**src/rtl/tristate_serializer.sv**
```systemverilog
// tristate_serializer: parallel-to-serial front end for a tristate output stage.
// Words arrive over valid/ready and leave MSB-first on ser_out, with oe_out framing
// the driven bits and a programmable turnaround gap between words.
// Optional macro TRISTATE_SER_OE_ALIGN_EN delays oe_out by two flops to line up
// with a downstream stage that registers data twice but uses oe directly.
module tristate_serializer #(
    parameter int unsigned WIDTH      = 8,
    parameter int unsigned TURNAROUND = 2
) (
    input  logic             clk,
    input  logic             rst_n,
    input  logic [WIDTH-1:0] data_in,
    input  logic             data_valid,
    output logic             data_ready,
    output logic             ser_out,
    output logic             oe_out,
    output logic             tx_done,
    output logic             busy
);

    localparam int unsigned CntW = (WIDTH > 1) ? $clog2(WIDTH) : 1;
    localparam logic [CntW-1:0] BitInit = CntW'(WIDTH - 1);
    // Unused when TURNAROUND is 0; keep the subtraction from underflowing.
    localparam logic [3:0] TurnInit = (TURNAROUND > 0) ? 4'(TURNAROUND - 1) : 4'd0;

    typedef enum logic [1:0] {
        StIdle,
        StShift,
        StTurn
    } state_t;

    state_t          state;
    logic [WIDTH-1:0] shift_reg;
    logic [CntW-1:0] bit_cnt;
    logic [3:0]      turn_cnt;
    logic            oe_q;
    logic            tx_done_q;

    // Control FSM: capture, shift out, then hold the bus idle for the turnaround.
    always_ff @(posedge clk or negedge rst_n) begin
        if (!rst_n) begin
            state     <= StIdle;
            shift_reg <= '0;
            bit_cnt   <= '0;
            turn_cnt  <= '0;
            oe_q      <= 1'b0;
            tx_done_q <= 1'b0;
        end else begin
            tx_done_q <= 1'b0;
            case (state)
                StIdle: begin
                    if (data_valid) begin
                        shift_reg <= data_in;
                        bit_cnt   <= BitInit;
                        oe_q      <= 1'b1;
                        state     <= StShift;
                    end
                end
                StShift: begin
                    if (bit_cnt != '0) begin
                        shift_reg <= {shift_reg[WIDTH-2:0], 1'b0};
                        bit_cnt   <= bit_cnt - CntW'(1);
                    end else begin
                        oe_q      <= 1'b0;
                        shift_reg <= '0;
                        tx_done_q <= 1'b1;
                        if (TURNAROUND > 0) begin
                            turn_cnt <= TurnInit;
                            state    <= StTurn;
                        end else begin
                            state <= StIdle;
                        end
                    end
                end
                StTurn: begin
                    if (turn_cnt != 4'd0) begin
                        turn_cnt <= turn_cnt - 4'd1;
                    end else begin
                        state <= StIdle;
                    end
                end
                default: state <= StIdle;
            endcase
        end
    end

    assign data_ready = (state == StIdle);
    assign busy       = (state != StIdle);
    // Shift register is cleared outside SHIFT, so the MSB is 0 whenever not driving.
    assign ser_out    = shift_reg[WIDTH-1];
    assign tx_done    = tx_done_q;

`ifdef TRISTATE_SER_OE_ALIGN_EN
    logic [1:0] oe_dly;

    // Two-flop delay on the enable to match the downstream data pipeline.
    always_ff @(posedge clk or negedge rst_n) begin
        if (!rst_n) begin
            oe_dly <= 2'b00;
        end else begin
            oe_dly <= {oe_dly[0], oe_q};
        end
    end

    assign oe_out = oe_dly[1];
`else
    assign oe_out = oe_q;
`endif

endmodule
```
**config.mk**
```make
export PLATFORM = sky130hd
export DESIGN_NAME = tristate_serializer
export DESIGN_NICKNAME = d
export VERILOG_FILES = /design/src/rtl/tristate_serializer.sv
export SDC_FILE = /design/constraint.sdc
export NUM_CORES = 1
export LEC_CHECK = 0
export CORE_ASPECT_RATIO = 1.25
export CORE_MARGIN = 5
export CORE_UTILIZATION = 45
export DETAILED_ROUTE_END_ITERATION = 6
export HOLD_SLACK_MARGIN = 0.05
export PLACE_DENSITY_LB_ADDON = 0.08
export SYNTH_ARGS = -nofsm -noshare
export SYNTH_HDL_FRONTEND = slang
export SYNTH_SLANG_ARGS = --single-unit
```
**constraint.sdc**
```tcl
create_clock -name clk -period 1.5 [get_ports clk]
set_clock_uncertainty 0.2 [all_clocks]
set_input_delay 0.45 -clock clk [delete_from_list [all_inputs] [get_ports clk]]
set_output_delay 0.45 -clock clk [all_outputs]
set_load 0.02 [all_outputs]
```
Word level (Yosys, flattened, before mapping)

Cells that the tools add are included.

Flip-flop bits (word level): 19
Input bits: 11

Add/subtract/negate cells: 2
Equal/unequal tests: 7
Multiplexer cells: 18
Reduce and logical (&&, ||, !) cells: 11

Operators by type and width:

| operator                                            | number |
|---|---|
| 2-to-1 mux 8 bit                                    | 2 |
| case mux 8 bit (2 select lines)                     | 1 |
| AND reduction 3 bit                                 | 4 |
| inequality test 2 bit, second input constant        | 5 |
| 2-to-1 mux 4 bit                                    | 2 |
| case mux 4 bit (2 select lines)                     | 1 |
| 2-to-1 mux 2 bit                                    | 3 |
| 2-to-1 mux 3 bit                                    | 2 |
| case mux 2 bit (3 select lines)                     | 1 |
| case mux 3 bit (2 select lines)                     | 1 |
| nonzero test 2 bit                                  | 3 |
| 2-to-1 mux 1 bit                                    | 4 |
| nonzero test 4 bit                                  | 1 |
| subtractor 4 x 1 -> 4 bit, second input constant    | 1 |
| nonzero test 3 bit                                  | 1 |
| subtractor 3 x 1 -> 3 bit, second input constant    | 1 |
| equality test 2 x 1 -> 1 bit, second input constant | 1 |
| equality test 2 bit, second input constant          | 1 |
| zero test 2 bit                                     | 1 |
| case mux 1 bit (2 select lines)                     | 1 |
| AND reduction 2 bit                                 | 1 |

Longest topological paths before layout

Depth after elaboration: 3
Mapped depth: 6
Gate-level depth less buffers: 6

Least setup slack after synthesis

OpenSTA, ideal clock, no wires.

Path type: register -> output
From: register state[1]
To: output port data_ready
Arrival time: 992 ps
Data required time: 850 ps
Slack: -142 ps
Cell stages (with the launch flop): 4
Path buffers: 1
Cells stage by stage: dfrtp_1 buf_4 or2_2 inv_1

Cells in the longest elaborated chain, start to end: 1

RTL lines:

| item                   | RTL line | RTL |
|---|---|---|
| from (decl)            | 32       | `state_t state;` |
| from (signal assigned) | 42       | `state <= StIdle;` |
| from (signal assigned) | 56       | `state <= StShift;` |
| from (signal assigned) | 69       | `state <= StTurn;` |
| zero test 2 bit        | 87       | `assign data_ready = (state == StIdle);` |
| to (decl)              | 14       | `output logic data_ready,` |

No other way between the ends.

Final worst setup path

From: register state[0]
To: output port data_ready

The elaborated chain is that of the path after synthesis.

==> reports/qor.yml <==
logic_synthesis:
  syn_avg_cell_area_um2: 10.53
  syn_area_um2: 937.1
  ys_warn_count: 0
  ys_ff_latch: 19
  ys_seq_area_share_pct: 50.73
  yosysUniqueCellTypes: 29
  syn_nets: 103
  syn_inst: 89
route:
  via_count: 771
  drt_wl_total_um: 2049
  final_antenna_net_count: 0
  firstDrtPassIters: 3
  drc: 0
  drt_iter0_markers: 12
  wl_per_cell_um: 14.43
  vias_per_cell: 5.430
setup_path:
  worstPathMaxFanout: 2
  arrival_ns: 1.11
  r2r_cells: 6
  max_stage_delay_ns: 0.42
  worstReg2RegStart: "bit_cnt[1]"
  cp_slowest_cell: "dfrtp_2"
  cp.required_ns: 0.85
  crit_path_start_kind: "flip-flop"
  path_cells: "or2_4 > inv_2 > buf_6"
  rrSetupSlack_ns: 0.04
  crit_type: "flip-flop to primary output"
  rr_endpoint: "shift_reg[7]"
  endpoint_kind: "primary output"
sta:
  rsz0062_at_grt: "yes"
  whs_ns: 0.2825
  period_share_pct: 117.1
  drv_slew: 0
  max_freq_mhz: 569.4
  max_slew_margin_pct: 78.16
  fin_crit_ns: 1.756
  finalHoldViolations: 0
  worst_slack_ns: -0.2562
  tightest_slew_ns: 0.3269
  setup_viol: 2
floorplan:
  ios: 16
  core_area_um2: 1982
  rows: 18
  chipWidth_um: 50.82
  die-area_um2: 3101
  die_height_um: 61.02
  start_util_pct: 47.29
global_route:
  grt_pass1_wl_um: 3532
  overflow: 0
  grt_max_degree: 20
  antenna_found_initial: 0
  grt_usage_pct: 15.27
  grt_pass1_vias: 786
clock_network:
  cts_tree: "done"
  ctsLongestPathBuffers: 2
  cts_buffers: 3
  clk-insertion-delay-late_ns: 0.30
  cts-root-buf: "clkbuf_4"
  cts_htree_levels: 1
  path_clk_slew_ns: 0.10
  clkSinkCount: 19
run_status:
  violations: "negative setup slack"
  status: "complete, but fails checks"
finish:
  fillCellCount: 161
  largest_reg_flops: 8
  nets: 137
  area_growth_pct: 44.73
  num_antenna_cells: 0
  seq_area_um2: 476.7
  layout-drive-gt1-share_pct: 37.70
  multi_input_area_um2: 495.5
power_and_ir_drop:
  vdd_drop_max_mv: 1.177
  p_leak_uw: 0.0006327
  p_total_uw: 2529
  cellPowerDensity_nw_per_um2: 1865
place:
  dp_hpwl_um: 1348
  port_buffers: 15
  place_congestion: 0.6955
job:
  max_cap_violations: 0
worst_hold_path:
  hold_class: "input port to async pin"
==> cell type report <==
class	instances	share of cell area, %
multi-input cells	59	36.53
flip-flops and latches	19	35.15
inverters	8	2.214
repair buffers	32	22.32
clock buffers	4	1.937
well taps	20	1.845
==> kinds of logic after synthesis <==
family | Yosys count | synth area share [%]
DFF | 19 | 50.73
muxes | 4 | 4.273
buffers and inverters | 12 | 6.141
and+or+nand+nor | 26 | 16.29
adders and majority gates | 3 | 4.006
AOI/OAI and AO/OA | 25 | 18.56
==> timing repair <==
action | in CTS | in global routing
buffers inserted | 1 | 4
resized for setup | 35 | 14
pin swaps | 2 | 5
hold buffers | 0 | 0
setup endpoints to repair | 18 | 16
gates cloned | 0 | 1
==> how the worst max path moves through the flow <==
stage / slack [ns] / startpoint / depth (start not counted) / to
after floorplan: -0.004 / state[1] / 3 / data_ready
after global placement: -0.40 / state[0] / 3 / data_ready
after detailed placement: -0.41 / state[0] / 3 / data_ready
after CTS: -0.28 / state[1] / 3 / data_ready
after global routing: -0.32 / state[0] / 3 / data_ready
final: -0.26 / state[0] / 3 / data_ready
==> critical path: cells and delay by family (launching register included) <==
family	cells	cell delay, ns
and+or+nand+nor	1	0.24
buffers and inverters	2	0.15
DFF	1	0.42
==> report_power, final <==
group	switching [µW]	leakage [µW]	internal (µW)
clock network	158	0.0000150	104
registers	129	0.000233	721
logic	647	0.000385	769
total	935	0.000633	1590
==> cells in the mapped netlist <==
cell type   n  area share, %
a31oi_1     2            1.3
a21oi_1     8            4.3
nand2b_1    2            1.3
a21o_1      2            1.6
a311oi_1    1           0.93
dfrtp_1    19             51
or2_2       2            1.3
nand2_1     3            1.2
a32oi_1     6            5.6
a22o_1      1           0.93
o21ai_0     1           0.53
nor4_1      1           0.67
o21ba_2     1            1.1
nor3b_1     1           0.80
mux2i_1     4            4.3
o22ai_1     1           0.67
and2b_1     1           0.80
nand3b_1    1           0.80
nor2_1     10            4.0
buf_2       1           0.53
buf_4       3            2.4
o21a_1      2            1.6
ha_1        3            4.0
inv_2       2           0.80
inv_1       6            2.4
nand3_1     2            1.1
nor2b_1     1           0.67
or3_1       1           0.67
nand4bb_4   1            2.9
==> placed cells by master, fill, tap and decap left out, drive strengths merged <==
cell type | synthesis | layout
o22ai | 1 | 1
or3 | 1 | 1
a32oi | 6 | 6
nor3b | 1 | 1
nand3 | 2 | 2
or2 | 2 | 2
nand2 | 3 | 3
dlymetal6s2s | 0 | 1
nand4bb | 1 | 1
and2b | 1 | 2
o21ai | 1 | 1
dfrtp | 19 | 19
inv | 8 | 8
nor2b | 1 | 1
o21a | 2 | 2
ha | 3 | 3
o21ba | 1 | 1
a21o | 2 | 2
nor4 | 1 | 1
clkdlybuf4s50 | 0 | 9
clkbuf | 0 | 4
a31oi | 2 | 2
buf | 4 | 22
a21oi | 8 | 8
mux2i | 4 | 4
nor2 | 10 | 10
a22o | 1 | 1
nand3b | 1 | 1
a311oi | 1 | 1
nand2b | 2 | 2
==> layer usage <==
metal	global-route usage, %	routed length [µm]
met5	0	0
met2	26.60	1095
met1	17.31	822
met4	8.759	53
met3	3.148	79
==> stage by stage <==
step           setup TNS (ns)  setup WS [ns]  instances  instance area (µm²)  util (%)
3_5_place_dp           -4.275        -0.4088        133                 1201     60.61
3_3_place_gp           -4.210        -0.3997        133                 1201     60.61
5_1_grt               -0.7828        -0.3206        142                 1356     68.43
2_1_floorplan       -0.003619      -0.003619         89                943.4         -
6_report              -0.4879        -0.2562        142                 1356     68.43
4_1_cts               -0.5262        -0.2758        138                 1257     63.45
No activity file was read; power rests on OpenSTA's default activity.
